**src/rtl/z80_int_ctrl_if.sv**
```systemverilog
// Z80 bus bundle between the CPU-side bus glue and the IM2 interrupt controller.
// Strobes are the raw active-low Z80 signals; the controller synchronizes them itself.
interface z80_int_ctrl_if;
    logic       iorq_n;
    logic       m1_n;
    logic       rd_n;
    logic       wr_n;
    logic [7:0] a;
    logic [7:0] d_in;
    logic [7:0] d_out;
    logic       d_oe;
    logic       int_n;
    logic       u_int;
    logic [1:0] ext_irq;

    modport master (
        output iorq_n, m1_n, rd_n, wr_n, a, d_in, u_int, ext_irq,
        input  d_out, d_oe, int_n
    );

    modport slave (
        input  iorq_n, m1_n, rd_n, wr_n, a, d_in, u_int, ext_irq,
        output d_out, d_oe, int_n
    );
endinterface

```
**src/rtl/z80_int_ctrl.sv**
```systemverilog
// Z80 IM2 interrupt controller: four sources, mask/pending/vector registers on IO ports,
// INT_n generation and vector drive during the M1+IORQ acknowledge cycle.
module z80_int_ctrl #(
    parameter logic [7:0]  VecBase  = 8'hE0,
    parameter int unsigned TimerDiv = 480000,
    parameter logic [7:0]  PortMask = 8'h14,
    parameter logic [7:0]  PortPend = 8'h15,
    parameter logic [7:0]  PortVec  = 8'h16
) (
    input logic            clk_24mhz_i,
    input logic            res_ni,
    z80_int_ctrl_if.slave  bus_if
);

    localparam int unsigned TimerW = (TimerDiv > 1) ? $clog2(TimerDiv) : 1;
    // Bit order: {ext_irq[1:0], u_int, wr_n, rd_n, m1_n, iorq_n}; strobes idle high.
    localparam logic [6:0] SyncIdle = 7'b00_0_1111;

    typedef enum logic [1:0] {StIdle, StAssert, StAck, StHold} state_e;

    logic [6:0]        sync1_q, sync2_q;
    logic              wr_act_q;
    logic [1:0]        ext_prev_q;
    logic [TimerW-1:0] timer_q, timer_d;
    logic [3:0]        mask_q, mask_d;
    logic [3:0]        pend_q, pend_d;
    logic [4:0]        vbase_q, vbase_d;
    state_e            state_q;
    logic              int_n_q;
    logic              d_oe_q;
    logic [7:0]        d_out_q;

    logic       s_iorq, s_m1, s_rd, s_wr, s_u_int;
    logic [1:0] s_ext;
    logic       wr_act, wr_stb, rd_hit, tick, req, intack, ack_enter, ack_hold;
    logic [1:0] ext_rise;
    logic [3:0] active, pend_clr;
    logic [1:0] ack_id;
    logic [7:0] rd_data;

    assign s_iorq  = sync2_q[0];
    assign s_m1    = sync2_q[1];
    assign s_rd    = sync2_q[2];
    assign s_wr    = sync2_q[3];
    assign s_u_int = sync2_q[4];
    assign s_ext   = sync2_q[6:5];

    always_ff @(posedge clk_24mhz_i or negedge res_ni) begin
        if (!res_ni) begin
            sync1_q <= SyncIdle;
            sync2_q <= SyncIdle;
        end else begin
            sync1_q <= {bus_if.ext_irq, bus_if.u_int, bus_if.wr_n, bus_if.rd_n,
                        bus_if.m1_n, bus_if.iorq_n};
            sync2_q <= sync1_q;
        end
    end

    // M1 low suppresses decode so an acknowledge is never mistaken for a port access.
    assign wr_act    = !s_iorq && !s_wr && s_m1;
    assign wr_stb    = wr_act && !wr_act_q;
    assign rd_hit    = !s_iorq && !s_rd && s_m1 &&
                       (bus_if.a == PortMask || bus_if.a == PortPend || bus_if.a == PortVec);
    assign tick      = (timer_q == TimerW'(TimerDiv - 1));
    assign ext_rise  = s_ext & ~ext_prev_q;
    assign active    = pend_q & mask_q;
    assign req       = |active;
    assign intack    = !s_m1 && !s_iorq;
    assign ack_enter = (state_q == StAssert) && req && intack;
    assign ack_hold  = (state_q == StAck) && !s_iorq && !s_m1;

    always_comb begin
        ack_id = 2'd0;
        for (int i = 3; i >= 0; i--) begin
            if (active[i]) ack_id = 2'(i);
        end
    end

    always_comb begin
        rd_data = 8'h00;
        if (bus_if.a == PortMask)      rd_data = {4'b0, mask_q};
        else if (bus_if.a == PortPend) rd_data = {4'b0, pend_q};
        else if (bus_if.a == PortVec)  rd_data = {vbase_q, 3'b0};
    end

    always_comb begin
        pend_clr = 4'b0;
        if (wr_stb && bus_if.a == PortPend) pend_clr[3:1] = bus_if.d_in[3:1];
        if (ack_enter && ack_id != 2'd0) pend_clr[ack_id] = 1'b1;
        // Sets are OR-ed in after clears so a coincident set wins.
        pend_d    = (pend_q & ~pend_clr) | {ext_rise, tick, 1'b0};
        pend_d[0] = s_u_int;

        mask_d  = mask_q;
        vbase_d = vbase_q;
        if (wr_stb && bus_if.a == PortMask) mask_d  = bus_if.d_in[3:0];
        if (wr_stb && bus_if.a == PortVec)  vbase_d = bus_if.d_in[7:3];

        timer_d = tick ? '0 : timer_q + 1'b1;
    end

    always_ff @(posedge clk_24mhz_i or negedge res_ni) begin
        if (!res_ni) begin
            wr_act_q   <= 1'b0;
            ext_prev_q <= 2'b0;
            timer_q    <= '0;
            mask_q     <= 4'b0;
            pend_q     <= 4'b0;
            vbase_q    <= VecBase[7:3];
        end else begin
            wr_act_q   <= wr_act;
            ext_prev_q <= s_ext;
            timer_q    <= timer_d;
            mask_q     <= mask_d;
            pend_q     <= pend_d;
            vbase_q    <= vbase_d;
        end
    end

    always_ff @(posedge clk_24mhz_i or negedge res_ni) begin
        if (!res_ni) begin
            state_q <= StIdle;
            int_n_q <= 1'b1;
            d_oe_q  <= 1'b0;
            d_out_q <= 8'h00;
        end else begin
            unique case (state_q)
                StIdle: begin
                    if (req) begin
                        state_q <= StAssert;
                        int_n_q <= 1'b0;
                    end
                end
                StAssert: begin
                    if (!req) begin
                        state_q <= StIdle;
                        int_n_q <= 1'b1;
                    end else if (intack) begin
                        state_q <= StAck;
                        int_n_q <= 1'b1;
                    end
                end
                StAck: begin
                    if (s_iorq || s_m1) state_q <= StHold;
                end
                StHold: state_q <= StIdle;
                default: state_q <= StIdle;
            endcase

            // The vector is captured once on entry so it cannot change mid-acknowledge.
            if (ack_enter) begin
                d_oe_q  <= 1'b1;
                d_out_q <= {vbase_q, ack_id, 1'b0};
            end else if (!ack_hold) begin
                d_oe_q  <= rd_hit;
                d_out_q <= rd_hit ? rd_data : 8'h00;
            end
        end
    end

    assign bus_if.int_n = int_n_q;
    assign bus_if.d_oe  = d_oe_q;
    assign bus_if.d_out = d_out_q;

endmodule

```
**src/flat_wrapper.sv**
```systemverilog
// flat-port wrapper written by rule: the top's interface ports become plain ports
module z80_int_ctrl_flat 
#(
    parameter logic [7:0]  VecBase  = 8'hE0,
    parameter int unsigned TimerDiv = 480000,
    parameter logic [7:0]  PortMask = 8'h14,
    parameter logic [7:0]  PortPend = 8'h15,
    parameter logic [7:0]  PortVec  = 8'h16
)
  (clk_24mhz_i, res_ni, bus_if_iorq_n, bus_if_m1_n, bus_if_rd_n, bus_if_wr_n, bus_if_a, bus_if_d_in, bus_if_u_int, bus_if_ext_irq, bus_if_d_out, bus_if_d_oe, bus_if_int_n);
  z80_int_ctrl_if bus_if_i ();
  input logic clk_24mhz_i;
  input logic res_ni;
  input wire logic [$bits(bus_if_i.iorq_n)-1:0] bus_if_iorq_n;
  input wire logic [$bits(bus_if_i.m1_n)-1:0] bus_if_m1_n;
  input wire logic [$bits(bus_if_i.rd_n)-1:0] bus_if_rd_n;
  input wire logic [$bits(bus_if_i.wr_n)-1:0] bus_if_wr_n;
  input wire logic [$bits(bus_if_i.a)-1:0] bus_if_a;
  input wire logic [$bits(bus_if_i.d_in)-1:0] bus_if_d_in;
  input wire logic [$bits(bus_if_i.u_int)-1:0] bus_if_u_int;
  input wire logic [$bits(bus_if_i.ext_irq)-1:0] bus_if_ext_irq;
  output wire logic [$bits(bus_if_i.d_out)-1:0] bus_if_d_out;
  output wire logic [$bits(bus_if_i.d_oe)-1:0] bus_if_d_oe;
  output wire logic [$bits(bus_if_i.int_n)-1:0] bus_if_int_n;
  assign bus_if_i.iorq_n = bus_if_iorq_n;
  assign bus_if_i.m1_n = bus_if_m1_n;
  assign bus_if_i.rd_n = bus_if_rd_n;
  assign bus_if_i.wr_n = bus_if_wr_n;
  assign bus_if_i.a = bus_if_a;
  assign bus_if_i.d_in = bus_if_d_in;
  assign bus_if_i.u_int = bus_if_u_int;
  assign bus_if_i.ext_irq = bus_if_ext_irq;
  assign bus_if_d_out = bus_if_i.d_out;
  assign bus_if_d_oe = bus_if_i.d_oe;
  assign bus_if_int_n = bus_if_i.int_n;
  z80_int_ctrl #(.VecBase(VecBase), .TimerDiv(TimerDiv), .PortMask(PortMask), .PortPend(PortPend), .PortVec(PortVec)) u_core (.clk_24mhz_i(clk_24mhz_i), .res_ni(res_ni), .bus_if(bus_if_i));
endmodule
```
**config.mk**
```make
export PLATFORM = sky130hd
export DESIGN_NAME = z80_int_ctrl_flat
export DESIGN_NICKNAME = d
export VERILOG_FILES = /design/src/rtl/z80_int_ctrl_if.sv /design/src/rtl/z80_int_ctrl.sv /design/src/flat_wrapper.sv
export SDC_FILE = /design/constraint.sdc
export NUM_CORES = 1
export LEC_CHECK = 0
export ABC_AREA = 0
export CAP_MARGIN = 20
export CORE_AREA = 2 2 93 73
export CTS_BUF_LIST = sky130_fd_sc_hd__clkbuf_16
export CTS_CLUSTER_SIZE = 12
export DETAILED_ROUTE_END_ITERATION = 10
export DIE_AREA = 0 0 95 75
export GPL_TIMING_DRIVEN = 0
export PLACE_DENSITY = 0.74
export SYNTH_ARGS = -nofsm -noshare
export SYNTH_HDL_FRONTEND = slang
export SYNTH_SLANG_ARGS = --single-unit
```
**constraint.sdc**
```tcl
create_clock -name clk_24mhz_i -period 2.3 [get_ports clk_24mhz_i]
set_input_delay 0.23 -clock clk_24mhz_i [delete_from_list [all_inputs] [get_ports clk_24mhz_i]]
set_output_delay 0.23 -clock clk_24mhz_i [all_outputs]
set_load 0.1 [all_outputs]
```
Word-level counts from Yosys, hierarchy flattened:

Index checks and enable logic that the tools add are counted.
Widths: inputs -> output; s select.

* bits in registers: 61
* input port bits: 25
* word-level logic and storage cells: 89

* $add $sub $neg: 1
* order comparisons: 2
* equal/unequal tests: 11
* muxes and demuxes: 26
* bitwise logic cells: 7
* reduce and logical (&&, ||, !) cells: 30

Operators by type and width (count)
* $mux 8: 6
* $eq 8x5->1 const B: 3
* $add 19x1->19 const B: 1
* $eq 19x19->1 const B: 1
* $mux 19: 1
* $logic_and 1x1->1: 16
* $mux 2: 8
* $and 4x4->4: 2
* $or 4x4->4: 2
* $pmux 2 s4: 1
* $mux 1: 6
* $reduce_and 3->1: 2
* $logic_not 1->1: 5
* $eq 2x2->1 const B: 2
* $mux 4: 1
* $ne 2x1->1 const B: 2
* $not 4->4: 1
* $reduce_bool 2->1: 2
* $reduce_or 4->1: 1
* $logic_or 1x1->1: 3
* $lt 2x3->1 const B: 1
* $mux 3: 1
* $ne 3x3->1 const B: 1
* $and 2x2->2: 1
* other kinds (7): 7

Longest topological paths before layout:

* depth in word-level cells: 14
* depth in mapped cells: 6
* mapped depth without buffers: 5

Worst setup path after synthesis:

No wires, ideal clock.

* path type: flip-flop to flip-flop
* start point: reg u_core.sync2_q[1]
* end point: reg u_core.vbase_q[0]
* data arrival time: 1.984 ns
* setup slack: 0.191 ns
* cell stages (with the launch flop): 6
* cell sequence: dfstp_2 -> or3b_2 -> or3_1 -> or2_1 -> buf_6 -> mux2_4

* longest elaborated chain between the ends: 3

Ends and longest elaborated chain
* start: declaration: line z80_int_ctrl.sv:21 `logic [6:0] sync1_q, sync2_q;`
* start signal: assignment: line z80_int_ctrl.sv:51 `sync2_q <= SyncIdle;`
* start signal: assignment: line z80_int_ctrl.sv:55 `sync2_q <= sync1_q;`
* $logic_and 1x1->1: line z80_int_ctrl.sv:60 `assign wr_act = !s_iorq && !s_wr && s_m1;`
* $logic_and 1x1->1: line z80_int_ctrl.sv:61 `assign wr_stb = wr_act && !wr_act_q;`
* $logic_and 1x1->1: line z80_int_ctrl.sv:97 `if (wr_stb && bus_if.a == PortVec) vbase_d = bus_if.d_in[7:3];`
* end signal: assignment: line z80_int_ctrl.sv:109 `vbase_q <= VecBase[7:3];`
* end signal: assignment: line z80_int_ctrl.sv:116 `vbase_q <= vbase_d;`
* end: declaration: line z80_int_ctrl.sv:27 `logic [4:0] vbase_q, vbase_d;`

No other way between the ends.
A chain may end at the register's enable or synchronous reset.

Worst setup path after layout:

* start point: reg u_core.int_n_q (netlist: u_core.bus_if.int_n)
* end point: out bus_if_int_n

RTL lines
* start: declaration: line z80_int_ctrl.sv:29 `logic int_n_q;`
* start signal: assignment: line z80_int_ctrl.sv:123 `int_n_q <= 1'b1;`
* start signal: assignment: line z80_int_ctrl.sv:131 `int_n_q <= 1'b0;`
* start signal: assignment: line z80_int_ctrl.sv:137 `int_n_q <= 1'b1;`
* end: declaration: line flat_wrapper.sv:24 `output wire logic [$bits(bus_if_i.int_n)-1:0] bus_if_int_n;`

No word-level cell between the ends.

==> run_summary.xml <==
<?xml version="1.0" encoding="UTF-8"?>
<metrics>
  <group name="setup_path">
    <metric name="start_kind" unit="">flop</metric>
    <metric name="worstPathCellList" unit="">clkdlybuf4s50_1</metric>
    <metric name="crit_path_required_time" unit="ps">2070</metric>
    <metric name="worst-setup-path-type" unit="">reg2out</metric>
    <metric name="critical_path_peak_fanout" unit="">3</metric>
    <metric name="worst_path_max_delay_cell" unit="">sky130_fd_sc_hd__clkdlybuf4s50_1</metric>
    <metric name="critPathMaxStageDelay" unit="ps">1130</metric>
    <metric name="crit_buf_inv" unit="">1</metric>
    <metric name="crit_family" unit="">buffers and inverters</metric>
    <metric name="cp_data_arrival_time" unit="ps">1990</metric>
    <metric name="cp_endpoint_kind" unit="">output pin</metric>
  </group>
  <group name="placement">
    <metric name="post-place-ws" unit="ps">-113</metric>
    <metric name="placed_cell_area" unit="mm^2">0.00302</metric>
    <metric name="io_buffers" unit="">33</metric>
    <metric name="gp_congestion" unit="">0.832</metric>
    <metric name="dp_hpwl" unit="um">3520</metric>
  </group>
  <group name="timing">
    <metric name="finalHoldViolCount" unit="">0</metric>
    <metric name="fin_worst_hold_slack" unit="ps">306</metric>
    <metric name="post-route-worst-setup-slack" unit="ps">79.2</metric>
    <metric name="clock.fmax" unit="MHz">450</metric>
    <metric name="maxSlewViolCount" unit="">0</metric>
    <metric name="timing.final.crit_share" unit="%">96.6</metric>
    <metric name="finalSetupViolCount" unit="">0</metric>
    <metric name="max_slew_margin" unit="%">35.1</metric>
    <metric name="finalCriticalPeriod" unit="ps">2220</metric>
    <metric name="worst-slew-pin-transition" unit="ps">971</metric>
    <metric name="clock-skew-final" unit="ps">6.23</metric>
    <metric name="grt_setup_unrepaired" unit="">no</metric>
  </group>
  <group name="clocking">
    <metric name="numClockSinks" unit="">61</metric>
    <metric name="ctsRootBufferMaster" unit="">sky130_fd_sc_hd__clkbuf_16</metric>
    <metric name="cts-htree-levels" unit="">3</metric>
    <metric name="clkLatencyLatePin" unit="ps">330</metric>
    <metric name="cts-root-to-sink-buffers" unit="">2</metric>
    <metric name="cts_tree" unit="">built</metric>
    <metric name="cts.clk_slew.worst_paths" unit="ps">50</metric>
    <metric name="cts_made_buffers" unit="">9</metric>
    <metric name="buffers_inserted_during_post_cts_setup_optimization" unit="">0</metric>
  </group>
  <group name="logic_synthesis">
    <metric name="postSynthRegisterBits" unit="">61</metric>
    <metric name="main_area_contributors_after_synthesis" unit="">sky130_fd_sc_hd__dfrtp_1 48%, sky130_fd_sc_hd__dfstp_2 12%, sky130_fd_sc_hd__mux2_4 2.9%, sky130_fd_sc_hd__nor2_1 2.6%, sky130_fd_sc_hd__xnor2_1 2.4%</metric>
    <metric name="synth_async_reset_ratio" unit="%">100</metric>
    <metric name="synth-warning-count" unit="">0</metric>
    <metric name="ys_dominant_reg_cell" unit="">sky130_fd_sc_hd__dfrtp_1</metric>
    <metric name="syn-cell-area" unit="mm^2">0.00258</metric>
    <metric name="area_fraction_in_compound_gates_after_synthesis" unit="%">8.25</metric>
    <metric name="syn_nets" unit="">239</metric>
    <metric name="yosys-top-cells-count" unit="">49 x sky130_fd_sc_hd__dfrtp_1, 18 x sky130_fd_sc_hd__nor2_1, 16 x sky130_fd_sc_hd__nand2_1</metric>
    <metric name="synthMostInstantiatedCell" unit="">sky130_fd_sc_hd__dfrtp_1</metric>
    <metric name="ys_types" unit="">50</metric>
    <metric name="arithmetic_cell_share_of_the_synthesized_area_counting_full_adders_half_adders_and_majority_gates" unit="%">0.485</metric>
    <metric name="synthesis.instances" unit="">213</metric>
    <metric name="synth_top_family_by_area" unit="">simple AND/OR/NAND/NOR gates</metric>
    <metric name="yosysSeqAreaShare" unit="%">59.8</metric>
    <metric name="synth-edff-count" unit="">0</metric>
    <metric name="yosys.area.top_type" unit="">sky130_fd_sc_hd__dfrtp_1</metric>
    <metric name="synth_xor_area_share" unit="%">4.76</metric>
    <metric name="synthSimpleGateAreaFrac" unit="%">18.5</metric>
    <metric name="synth.area.mux_share" unit="%">6.60</metric>
    <metric name="post_synth.cell_area_avg" unit="um^2">12.1</metric>
    <metric name="synth_largest_type_area_fraction" unit="%">47.6</metric>
  </group>
  <group name="pwr">
    <metric name="leakagePower" unit="nW">1.47</metric>
    <metric name="worst_ir_drop_vdd" unit="uV">453</metric>
    <metric name="pwr_density_cell" unit="mW/mm^2">835</metric>
  </group>
  <group name="final_layout">
    <metric name="final_core_utilization" unit="%">54.7</metric>
    <metric name="n_antenna_cell" unit="">0</metric>
    <metric name="stdcell_area" unit="mm^2">0.00337</metric>
    <metric name="design.final.nets" unit="">286</metric>
    <metric name="syn_to_final_growth" unit="%">30.8</metric>
    <metric name="layout-drive-gt1-share" unit="%">17.4</metric>
  </group>
  <group name="routing">
    <metric name="route.layer.met1.wl" unit="um">2530</metric>
    <metric name="dr_wl_met3" unit="um">259</metric>
    <metric name="drtIter0Drc" unit="">147</metric>
    <metric name="routed_via_density" unit="">5.32</metric>
    <metric name="wl_cell" unit="um">14.6</metric>
    <metric name="detailroute.wirelength.met2" unit="um">2190</metric>
    <metric name="max_layer_used" unit="">met4</metric>
    <metric name="final_antenna_net_count" unit="">0</metric>
    <metric name="vias" unit="">1841</metric>
    <metric name="drt_first_pass_iters" unit="">5</metric>
    <metric name="routed_wl" unit="um">5060</metric>
    <metric name="residual_drc" unit="">0</metric>
  </group>
  <group name="global_route">
    <metric name="gr-usage-all-layers" unit="%">16.7</metric>
    <metric name="pin_count_of_the_biggest_net_entering_global_routing" unit="">41</metric>
    <metric name="grt_antenna_before_repair" unit="">0</metric>
    <metric name="via_count_of_the_first_global_routing_pass" unit="">1823</metric>
    <metric name="grt_pass1_wl" unit="um">8630</metric>
    <metric name="overflow" unit="">0</metric>
  </group>
  <group name="floorplan">
    <metric name="fp.dieH" unit="um">75</metric>
    <metric name="top_level_ports" unit="">35</metric>
    <metric name="num_rows" unit="">25</metric>
    <metric name="coreArea" unit="mm^2">0.00616</metric>
    <metric name="fp.dieArea" unit="mm^2">0.00713</metric>
    <metric name="initial_core_util" unit="%">41.8</metric>
    <metric name="die_width" unit="um">95</metric>
  </group>
  <group name="outcome">
    <metric name="run_status" unit="">completed</metric>
  </group>
  <group name="run">
    <metric name="maxCapViolCount" unit="">0</metric>
  </group>
  <group name="worst_hold_path">
    <metric name="min-delay-path-class" unit="">in2reg</metric>
  </group>
</metrics>
-- flip-flops by register name, summed over array words and instances (netlist names), named ones only --
signal and flops:
u_core.sync1_q 7, u_core.ext_prev_q 2, u_core.wr_act_q 1, u_core.bus_if.int_n 1, u_core.state_q 1, u_core.bus_if.d_out 8
u_core.sync2_q 7, u_core.pend_q 4, u_core.timer_q 19, u_core.bus_if.d_oe 1, u_core.vbase_q 5, u_core.mask_q 4
-- final timing paths --
check	slack, ps	start	to	depth (start not counted)
min in group asynchronous	420	res_ni	u_core.state_q[0]	2
max	80	u_core.bus_if.int_n	bus_if_int_n	1
max in group asynchronous	1250	res_ni	u_core.sync2_q[3]	3
max reg2reg	100	u_core.sync2_q[1]	u_core.mask_q[3]	4
min	310	bus_if_m1_n	u_core.sync1_q[1]	1
min reg2reg	340	u_core.sync1_q[5]	u_core.sync2_q[5]	0
-- what timing repair did --
| action | in CTS | in global routing |
|---|---|---|
| endpoints found under the hold margin | 13 | 0 |
| resized for setup | 0 | 2 |
| setup endpoints to repair | 0 | 1 |
| hold buffers | 1 | 0 |
-- power by group --
part	switching (mW)	internal [mW]
combinational	0.116	0.0768
clock	0.445	1.04
sequential	0.0187	1.12
-- kinds of logic after synthesis --
logic type	count (synthesis)
compound gates	28
xor+xnor	14
fa+ha+maj	1
buf+inv	9
flops	61
mux	14
simple gates	86
-- final cells by class --
class                   count  area, um^2
plain buffers               3        20.0
clock buffers               9         225
inverters                   6        22.5
multi-input cells         143         995
repair buffers             36         360
clock inverters             7         106
fillers                   517        2790
flip-flops and latches     61        1540
well taps                  81         101
-- cells in the final DEF, fill, tap and decap left out, types with 5 or more instances in the layout --
cell type	count
sky130_fd_sc_hd__dfrtp_1	49
sky130_fd_sc_hd__clkdlybuf4s50_1	32
sky130_fd_sc_hd__nor2_1	18
sky130_fd_sc_hd__nand2_1	16
sky130_fd_sc_hd__dfstp_2	12
sky130_fd_sc_hd__nand3_1	9
sky130_fd_sc_hd__clkbuf_16	9
sky130_fd_sc_hd__inv_1	7
sky130_fd_sc_hd__nand4_1	7
sky130_fd_sc_hd__xnor2_1	7
sky130_fd_sc_hd__xor2_1	7
sky130_fd_sc_hd__a22o_1	6
sky130_fd_sc_hd__mux2i_1	5
sky130_fd_sc_hd__mux2_4	5
-- per-stage QoR --
| stage | power (mW) | setup TNS [ps] | instances |
|---|---|---|---|
| 5_1_grt | 2.91 | 0 | 346 |
| 4_1_cts | 2.84 | 0 | 345 |
| 3_5_place_dp | 1.34 | -767 | 328 |
| 6_report | 2.82 | 0 | 346 |
| 3_3_place_gp | 1.34 | -47550 | 327 |
| 2_1_floorplan | 1.25 | 0 | 213 |
-- metal layers --
layer,GRT usage [%],up-vias
met3,6.91,8
met1,22.5,902
met2,23.2,59
met5,0,-
li1,-,872
met4,8.70,0
Power figures use the tool's default switching activity.
